--- src/rtl/hazard_controller.sv ---
// Pipeline hazard controller: load-use stalls, taken-branch flushes and MDU occupancy tracking.
// Optional saturating stall counter enabled by HAZ_STALL_CNT_EN.
module hazard_controller #(
    parameter int REG_W   = 5,
    parameter int MDU_LAT = 32,
    parameter int CNT_W   = 16
) (
    input  logic             clk,
    input  logic             rst_n,
    input  logic [REG_W-1:0] IF_ID_rs,
    input  logic [REG_W-1:0] IF_ID_rt,
    input  logic             IF_ID_uses_rt,
    input  logic [REG_W-1:0] ID_EXE_rt,
    input  logic             ID_EXE_MemRead,
    input  logic             EXE_branch_taken,
    input  logic             ID_mdu_start,
    input  logic             ID_mdu_read,
    output logic             PC_write,
    output logic             IF_ID_write,
    output logic             IF_ID_flush,
    output logic             ID_EXE_bubble,
    output logic             mdu_busy,
    output logic [CNT_W-1:0] stall_count
);

    localparam int LAT_W = (MDU_LAT > 1) ? $clog2(MDU_LAT) : 1;

    typedef enum logic {IDLE, BUSY} mdu_state_t;

    mdu_state_t        state, state_nxt;
    logic [LAT_W-1:0]  cnt, cnt_nxt;
    logic              load_use, mdu_haz, advance;

    assign mdu_busy = (state == BUSY);

    assign load_use = ID_EXE_MemRead && (ID_EXE_rt != '0) &&
                      ((ID_EXE_rt == IF_ID_rs) || (IF_ID_uses_rt && (ID_EXE_rt == IF_ID_rt)));
    assign mdu_haz  = mdu_busy && (ID_mdu_start || ID_mdu_read);

    always_ff @(posedge clk or negedge rst_n) begin
        if (!rst_n) begin
            state <= IDLE;
            cnt   <= '0;
        end else begin
            state <= state_nxt;
            cnt   <= cnt_nxt;
        end
    end

    always_comb begin
        state_nxt     = state;
        cnt_nxt       = cnt;
        PC_write      = 1'b1;
        IF_ID_write   = 1'b1;
        IF_ID_flush   = 1'b0;
        ID_EXE_bubble = 1'b0;
        advance       = 1'b0;

        // Branch outranks stalls: the stalled ID instruction is squashed anyway.
        if (!rst_n) begin
            PC_write      = 1'b0;
            IF_ID_write   = 1'b0;
            IF_ID_flush   = 1'b1;
            ID_EXE_bubble = 1'b1;
        end else if (EXE_branch_taken) begin
            IF_ID_flush   = 1'b1;
            ID_EXE_bubble = 1'b1;
        end else if (load_use || mdu_haz) begin
            PC_write      = 1'b0;
            IF_ID_write   = 1'b0;
            ID_EXE_bubble = 1'b1;
        end else begin
            advance = 1'b1;
        end

        case (state)
            IDLE: begin
                if (ID_mdu_start && advance) begin
                    state_nxt = BUSY;
                    cnt_nxt   = LAT_W'(MDU_LAT - 1);
                end
            end
            BUSY: begin
                if (cnt == '0) begin
                    state_nxt = IDLE;
                end else begin
                    cnt_nxt = cnt - 1'b1;
                end
            end
            default: begin
                state_nxt = IDLE;
                cnt_nxt   = '0;
            end
        endcase
    end

`ifdef HAZ_STALL_CNT_EN
    logic [CNT_W-1:0] stall_cnt_q;

    always_ff @(posedge clk or negedge rst_n) begin
        if (!rst_n) begin
            stall_cnt_q <= '0;
        end else if (!PC_write && (stall_cnt_q != '1)) begin
            stall_cnt_q <= stall_cnt_q + 1'b1;
        end
    end

    assign stall_count = stall_cnt_q;
`else
    assign stall_count = '0;
`endif

endmodule

--- config.mk ---
export PLATFORM = sky130hd
export DESIGN_NAME = hazard_controller
export DESIGN_NICKNAME = d
export VERILOG_FILES = /design/src/rtl/hazard_controller.sv
export SDC_FILE = /design/constraint.sdc
export NUM_CORES = 1
export LEC_CHECK = 0
export CORE_MARGIN = 1.5
export CORE_UTILIZATION = 36
export DETAILED_ROUTE_END_ITERATION = 7
export PLACE_DENSITY = 0.83
export RECOVER_POWER = 25
export SETUP_SLACK_MARGIN = 0.05
export SLEW_MARGIN = 10
export SYNTH_ARGS = -nofsm -noshare
export SYNTH_HDL_FRONTEND = slang
export SYNTH_SLANG_ARGS = --single-unit
--- constraint.sdc ---
create_clock -name clk -period 1.7 [get_ports clk]
set_input_delay 0.34 -clock clk [delete_from_list [all_inputs] [get_ports clk]]
set_output_delay 0.34 -clock clk [all_outputs]
set_load 0.02 [all_outputs]
* Yosys cells after proc, flatten, opt, wreduce, memory -nomap -nowiden *
Cells that the tools add are included.

storage, ports and cells
  flip-flop bits (word level) = 6
  input bits = 22
  output and inout port bits = 21

cells by class
  add/subtract/negate cells = 1
  equal/unequal tests = 4
  multiplexer cells = 16
  bitwise logic cells = 1
  reduce and logical (&&, ||, !) cells = 11

operators by type and width
  operator                                                             number
  1-bit two-way mux                                                    12
  5-bit equality test                                                  2
  5-bit two-way mux                                                    2
  5-bit one-hot mux with 2 select lines                                1
  1-bit logical AND                                                    5
  5-bit zero test                                                      1
  5-bit nonzero test                                                   1
  5-bit by 1-bit subtractor with 5-bit output (second input constant)  1
  2-bit != test (second input constant)                                2
  1-bit logical OR                                                     3
  1-bit one-hot mux with 2 select lines                                1
  2-bit AND reduction                                                  1
  1-bit NOT                                                            1

* Longest topological paths before layout *
Gate-level depths: netlist (run 1).

  word-level depth = 11
  depth in mapped cells = 6

* Least setup slack after synthesis (run 1) *
No wires, ideal clock.

  path type = flip-flop to output port
  start point = register state (netlist: mdu_busy)
  end point = output port PC_write
  data arrival time = 1493 ps
  required time = 1360 ps
  setup slack = -133 ps
  stages on the path, launching flop included = 6
  cell sequence = dfrtp_1 -> clkbuf_1 -> o21ai_0 -> o21a_1 -> o31a_1 -> buf_4

between the ends
  word-level cells in the longest chain between the ends = 5

ends and longest elaborated chain
  item                            RTL line  RTL
  start, declared                 30        mdu_state_t state, state_nxt;
  start signal, assigned          45        state <= state_nxt;
  1-bit logical AND               38        assign mdu_haz = mdu_busy && (ID_mdu_start || ID_mdu_read);
  1-bit logical OR                68        end else if (load_use || mdu_haz) begin
  1-bit two-way mux (3 in a row)  --
  end, declared                   18        output logic PC_write,

Every way passes these cells.

* Worst setup path in the final report (run 1) *
  start point = input port ID_EXE_rt[4]
  end point = output port PC_write

between the ends
  word-level cells in the longest chain between the ends = 8
  elaborated cells between the ends (all ways) = 11

ends and longest elaborated chain
  item                 RTL line  RTL
  start, declared      13        input logic [REG_W-1:0] ID_EXE_rt,
  5-bit equality test  37        ((ID_EXE_rt == IF_ID_rs) || (IF_ID_uses_rt && (ID_EXE_rt == IF_ID_rt)));
  1-bit logical AND    37
  1-bit logical OR     37
  1-bit logical AND *  36        assign load_use = ID_EXE_MemRead && (ID_EXE_rt != '0) &&
  1-bit logical OR *   68
  1-bit two-way mux *  68
  1-bit two-way mux *  65        end else if (EXE_branch_taken) begin
  1-bit two-way mux *  60        if (!rst_n) begin

Mark *: on every way between the ends. The rest lies on a longest branch, timed or not.

==> results.json, run 1 <==
{
  "wl_per_cell_um": 14.8,
  "fin_nets": 158,
  "synth-seq-area-share_pct": 22.3,
  "p_int_mw": 0.592,
  "firstDrtPassIters": 4,
  "fin_area_um2": 1180,
  "cp_data_arrival_time_ps": 1530,
  "net-switching-power_mw": 0.469,
  "setup_viol": 9,
  "vias_in_the_first_global_route": 761,
  "globalplace.congestion": 0.724,
  "area.sequential_um2": 150,
  "final_core_util_pct": 67.9,
  "clock-sinks": 6,
  "netlist_area_um2": 674,
  "share_of_the_clock_period_used_by_the_worst_path_pct": 110,
  "cts_hold_buffers": 0,
  "grtUsageMet3_pct": 7.84,
  "numPortBuffers": 26,
  "yosys_register_bits": 6,
  "cpMaxStageDelayCell": "sky130_fd_sc_hd__or4_4",
  "timing.final.max_slew_violations": 0,
  "finalHoldViolations": 0,
  "number_of_synthesis_warnings": 0,
  "synth_async_sr_flop_share_pct": 100,
  "netSwitchingFraction_pct": 44.2,
  "worst_hold_path_class": "primary input to asynchronous set/reset pin",
  "number_of_antenna_violations_at_the_first_check_in_global_routing": 0,
  "worstSetupStartpointType": "primary input",
  "gr-max-usage-layer": "met2",
  "floorplan.initialDensity_pct": 38.6,
  "via_per_inst": 4.86,
  "tritoncts_clock_tree": "yes",
  "worstSetupEndpointType": "output pin",
  "drc": 0,
  "setup_slack_ps": -165,
  "design.portCount": 43,
  "core_area_um2": 1750,
  "fmax_mhz": 536,
  "failed_checks": "setup timing",
  "total_leakage_power_nw": 0.566,
  "num_antenna_cells": 0,
  "number_of_buffers_and_inverters_on_the_critical_path": 2,
  "syn_area_per_cell_um2": 8.65,
  "synth_enable_flop_cells": 0,
  "die-height_um": 46.3,
  "dp.final_hpwl_um": 1250,
  "crit_path_cell_trace": "buf_8, or4_4, o21ai_4, o31a_1, buf_6",
  "power_frac_clock_pct": 13.1,
  "root_buffer": "sky130_fd_sc_hd__clkbuf_4",
  "pwr-share-comb_pct": 63.1,
  "most-common-layout-cells": "25 x sky130_fd_sc_hd__buf_4, 16 x sky130_fd_sc_hd__conb_1, 7 x sky130_fd_sc_hd__buf_6",
  "critical-path-top-delay-family": "simple AND/OR/NAND/NOR gates",
  "dpl_cell_area_um2": 951,
  "cp_data_required_time_ps": 1360,
  "synth_ff_type": "sky130_fd_sc_hd__dfrtp_1",
  "power-per-cell-area_nw_per_um2": 896,
  "initialDrtViolationCount": 26,
  "die_area_um2": 2140,
  "grt_start_max_net_pins": 10,
  "finalCriticalPeriod_ps": 1870,
  "dr_total_vias": 763,
  "globalRoute.totalOverflow": 0,
  "met1_global_route_usage_pct": 29.8,
  "cts.reportedPaths.clkPinSlew_ps": 50,
  "totalWireLength_um": 2330,
  "finClkSkew_ps": 7.28,
  "fraction_of_layout_instances_using_a_drive_strength_above_1_pct": 46.2,
  "cts-buffers-inserted": 3,
  "multi_input_comb_area_um2": 510,
  "mostFrequentLayoutCell": "sky130_fd_sc_hd__buf_4",
  "clock_tree.htree_level_count": 1,
  "worstSkewPairLatency_ps": 250,
  "status": "finished with violations",
  "n_fill_cell": 132,
  "use_met2_pct": 42.8,
  "cts-root-to-sink-buffers": 2,
  "synth_cells": 78,
  "peakVddDrop_uv": 737,
  "critical_path_peak_fanout": 3,
  "yosysUniqueCellTypes": 30,
  "synthToLayoutAreaGrowth_pct": 75.7,
  "route.antenna.remaining_nets": 0,
  "die-width_um": 46.3,
  "wire_length_of_the_first_global_routing_pass_um": 3640,
  "groute.usage.overall_pct": 24.7,
  "max_cap_viol_count": 0,
  "path_class": "primary input to output pin",
  "pwr-share-seq_pct": 23.8,
  "grt_setup_unrepaired": "true",
  "cp_slowest_stage_delay_ps": 540,
  "row_count": 15
}
[final cells by class]
| type | count | share of cell area (%) |
|---|---|---|
| Multi-Input combinational cell | 62 | 43.1 |
| Timing Repair Buffer | 54 | 37.5 |
| Sequential cell | 6 | 12.7 |
| Tap cell | 25 | 2.64 |
| Inverter | 7 | 2.22 |
| Clock buffer | 3 | 1.90 |
[cell usage after synthesis (all sizes together) (2+ instances only)]
cell type | number | area (um2)
buf | 17 | 128
xnor2 | 11 | 96.3
dfrtp | 6 | 150
inv | 6 | 22.5
nand2 | 6 | 22.5
a31oi | 4 | 25.0
nand3 | 4 | 20.0
o21ai | 3 | 26.3
ha | 2 | 25.0
[state kept, by name (all words and copies together) (netlist names)]
register / cells
cnt: 5
mdu_busy: 1
[timing repair]
item                                    in CTS  in global routing
gates resized for setup                     78                 14
endpoints found under the setup margin      11                 10
pin swaps                                   23                 12
setup buffers                               20                  2
[cells by family (layout without fill, tap and decap cells)]
group / after synthesis / in the layout / synth area share [%]
xor gates and xnor gates: 11 / 11 / 14.3
other: 1 / 16 / 0.556
and+or+nand+nor: 18 / 18 / 15.8
DFF: 6 / 6 / 22.3
buffers and inverters: 25 / 64 / 23.4
AOI/OAI and AO/OA: 15 / 15 / 20.0
adders and majority gates: 2 / 2 / 3.71
[worst paths after layout]
check                                          end  slack [ps]                from  depth (start not counted)
worst max-delay path                      PC_write        -170        ID_EXE_rt[4]                          5
worst min-delay path            cnt[4]$_DFFE_PN0P_         270               rst_n                          2
worst max register to register  cnt[0]$_DFFE_PN0P_         270  cnt[0]$_DFFE_PN0P_                          5
worst min register to register  cnt[3]$_DFFE_PN0P_         560  cnt[3]$_DFFE_PN0P_                          3
max in group asynchronous       mdu_busy$_DFF_PN0_        1170               rst_n                          2
min in group clk                cnt[3]$_DFFE_PN0P_         560  cnt[3]$_DFFE_PN0P_                          3
[power by group through the flow]
stage	clock, mW	combinational (mW)	sequential, mW
after floorplan	0	0.398	0.254
after global placement	0	0.540	0.248
after detailed placement	0	0.557	0.251
after CTS	0.139	0.612	0.248
after global routing	0.145	0.718	0.260
final	0.139	0.670	0.252
[per-layer routing]
layer,wire length (um),up-vias
li1,-,345
met1,853,362
met2,1210,50
met3,217,6
met4,45,0
met5,0,-
[per-stage QoR]
stage	total power [mW]	setup slack (ps)	std cells	hold slack [ps]	TNS, ps
3_3_place_gp	0.789	-924	134	535	-5160
6_report	1.06	-165	157	274	-700
5_1_grt	1.12	-190	157	319	-1070
4_1_cts	0.999	-161	156	525	-462
2_1_floorplan	0.652	-116	93	44.4	-116
3_5_place_dp	0.808	-931	134	548	-5370
(Power assumes the default switching activity.)
==> run 2, diff against run 1 <==
Settings changed: CORE_UTILIZATION 36 to 38, PLACE_DENSITY 0.83 to 0.87.
Clock period 1.7 ns to 2.3 ns, I/O delays scaled along.
==> run 2 against run 1 <==
  * The flow now finishes without violations
  * Non-clock buffer count down 15
  * Clock skew down 6.9 ps
  * Combinational power down 37%
  * Critical path depth unchanged
  * Sequential power down 27%
  * Critical endpoint is now IF_ID_write
  * Largest cell class unchanged
==> results.json, run 2 (same netlist as run 1, synthesis figures left out) <==
{
  "worst_r2r_endpoint": "cnt[4]$_DFFE_PN0P_",
  "path_class": "primary input to output pin",
  "registers.top_by_ff_count": "cnt",
  "met1_global_route_usage_pct": 16.8,
  "initialDrtViolationCount": 6,
  "totalWireLength_um": 1570,
  "cp_data_arrival_time_ps": 1740,
  "cts-buffers-inserted": 3,
  "dp.final_hpwl_um": 1260,
  "clock_tree.htree_level_count": 1,
  "number_of_buffers_and_inverters_on_the_critical_path": 2,
  "finClkSkew_ps": 0.356,
  "via_per_inst": 4.85,
  "critical-path-top-delay-family": "simple AND/OR/NAND/NOR gates",
  "drc": 0,
  "n_fill_cell": 166,
  "worst_hold_path_class": "flop to flop",
  "numPortBuffers": 26,
  "groute.usage.overall_pct": 17.4,
  "share_of_the_clock_period_used_by_the_worst_path_pct": 95.5,
  "finalHoldViolations": 0,
  "worstSkewPairLatency_ps": 250,
  "route.antenna.remaining_nets": 0,
  "num_antenna_cells": 0,
  "worstSetupEndpointType": "output pin",
  "slew_margin_rel_pct": 59.7,
  "vias_in_the_first_global_route": 596,
  "peakVddDrop_uv": 297,
  "dr_total_vias": 650,
  "firstDrtPassIters": 4,
  "critical_path_cell_count": 5,
  "fmax_mhz": 455,
  "cts_hold_buffers": 0,
  "grtUsageMet3_pct": 6.80,
  "ff2ff_setup_slack_ps": 840,
  "die-width_um": 45.1,
  "timing.final.max_slew_violations": 0,
  "die-height_um": 45.1,
  "setup_tns_ps": 0,
  "fin_nets": 143,
  "design.portCount": 43,
  "worstHoldPathCells": 3,
  "finalCriticalPeriod_ps": 2200,
  "mostFrequentLayoutCell": "sky130_fd_sc_hd__conb_1",
  "total_leakage_power_nw": 0.470,
  "grt_start_max_net_pins": 10,
  "globalplace.congestion": 0.862,
  "globalRoute.totalOverflow": 0,
  "wire_length_of_the_first_global_routing_pass_um": 2450,
  "crit_path_cell_trace": "clkdlybuf4s15_1, or4_4, o21ai_4, o31a_1, buf_6",
  "wl_per_cell_um": 11.7,
  "rr_startpoint": "mdu_busy$_DFF_PN0_",
  "cts-root-to-sink-buffers": 2,
  "most-common-layout-cells": "16 x sky130_fd_sc_hd__conb_1, 12 x sky130_fd_sc_hd__buf_4, 11 x sky130_fd_sc_hd__dlygate4sd2_1",
  "core_area_um2": 1690,
  "ff2ff_path_depth": 4,
  "setup.worst_path.end": "IF_ID_write",
  "setup_viol": 0,
  "max_cap_viol_count": 0,
  "grt_setup_unrepaired": "false",
  "cpMaxStageDelayCell": "sky130_fd_sc_hd__or4_4",
  "power-per-cell-area_nw_per_um2": 715,
  "floorplan.initialDensity_pct": 39.9,
  "cp_slowest_stage_delay_ps": 560,
  "gr-max-usage-layer": "met2",
  "root_buffer": "sky130_fd_sc_hd__clkbuf_4",
  "tritoncts_clock_tree": "yes",
  "crit_path_start": "ID_EXE_rt[1]",
  "worstSetupStartpointType": "primary input",
  "cts.reportedPaths.clkPinSlew_ps": 50,
  "use_met2_pct": 31.4,
  "clock-sinks": 6,
  "final_core_util_pct": 58.8,
  "synthToLayoutAreaGrowth_pct": 47.3,
  "die_area_um2": 2040,
  "slew_at_the_pin_closest_to_its_max_slew_limit_ps": 604,
  "largest_register_ffs": 5,
  "fraction_of_layout_instances_using_a_drive_strength_above_1_pct": 23.9,
  "critical_path_peak_fanout": 3,
  "cp_data_required_time_ps": 1840,
  "status": "complete, no violations",
  "number_of_antenna_violations_at_the_first_check_in_global_routing": 0,
  "row_count": 15
}
## run 2: changes by cell type in the layout (fill, tap and decap cells not counted), moves of 2 or more
cell / change
sky130_fd_sc_hd__buf_4: -13
sky130_fd_sc_hd__clkdlybuf4s50_1: +3
sky130_fd_sc_hd__buf_6: -4
sky130_fd_sc_hd__clkbuf_1: -2
sky130_fd_sc_hd__dlygate4sd2_1: +8
sky130_fd_sc_hd__xnor2_2: -3
sky130_fd_sc_hd__xnor2_1: +4
sky130_fd_sc_hd__buf_2: -4
## run 2: cell type report
cell class	instances	area (um2)	share of cell area, %
Tap cell	17	21.3	2.14
Sequential cell	6	150	15.1
Inverter	7	26.3	2.64
Clock buffer	3	22.5	2.27
Multi-Input combinational cell	62	430	43.3
Timing Repair Buffer	39	343	34.5
## run 2: stage by stage
step / instance area (um2) / std cells / setup slack [ps] / total power, mW / hold WS [ps]
global route: 993 / 134 / 55.3 / 0.768 / 588
global placement: 933 / 125 / -532 / 0.578 / 530
floorplan: 731 / 93 / 244 / 0.480 / 164
detailed placement: 933 / 125 / -567 / 0.604 / 544
CTS: 972 / 133 / 57.5 / 0.713 / 537
finish: 993 / 134 / 103 / 0.710 / 550
## run 2: where the power goes
group	switching [mW]	internal, mW	total, mW
registers	0.0284	0.156	0.184
logic	0.234	0.188	0.422
clock network	0.0450	0.0595	0.104
total	0.307	0.403	0.710
## run 2: per-layer routing
metal	vias to the layer above	routed length, um
li1	313	-
met1	301	545
met4	0	32
met2	33	854
met5	-	0
met3	3	131
## run 2: how the worst min path moves through the flow
stage                       startpoint            endpoint  slack [ps]
CTS                              rst_n  cnt[4]$_DFFE_PN0P_         540
floorplan                        rst_n  cnt[0]$_DFFE_PN0P_         160
global placement    cnt[3]$_DFFE_PN0P_  cnt[3]$_DFFE_PN0P_         530
finish              cnt[3]$_DFFE_PN0P_  cnt[3]$_DFFE_PN0P_         550
global route        cnt[0]$_DFFE_PN0P_  cnt[0]$_DFFE_PN0P_         590
detailed placement  cnt[0]$_DFFE_PN0P_  cnt[0]$_DFFE_PN0P_         540
## run 2: repair_timing
item,4_1_cts,5_1_grt
gates resized for setup,31,8
setup buffers,5,1
gates cloned,0,0
setup endpoints to repair,4,3
pin swaps,12,10
## run 2: worst reg2reg max path, delay by kind of cell, from the launching register on
kind	cells	cell delay (ps)
flip-flops	1	380
buffers and inverters	1	180
AND/OR/NAND/NOR	1	210
AO/OA/AOI/OAI	2	620
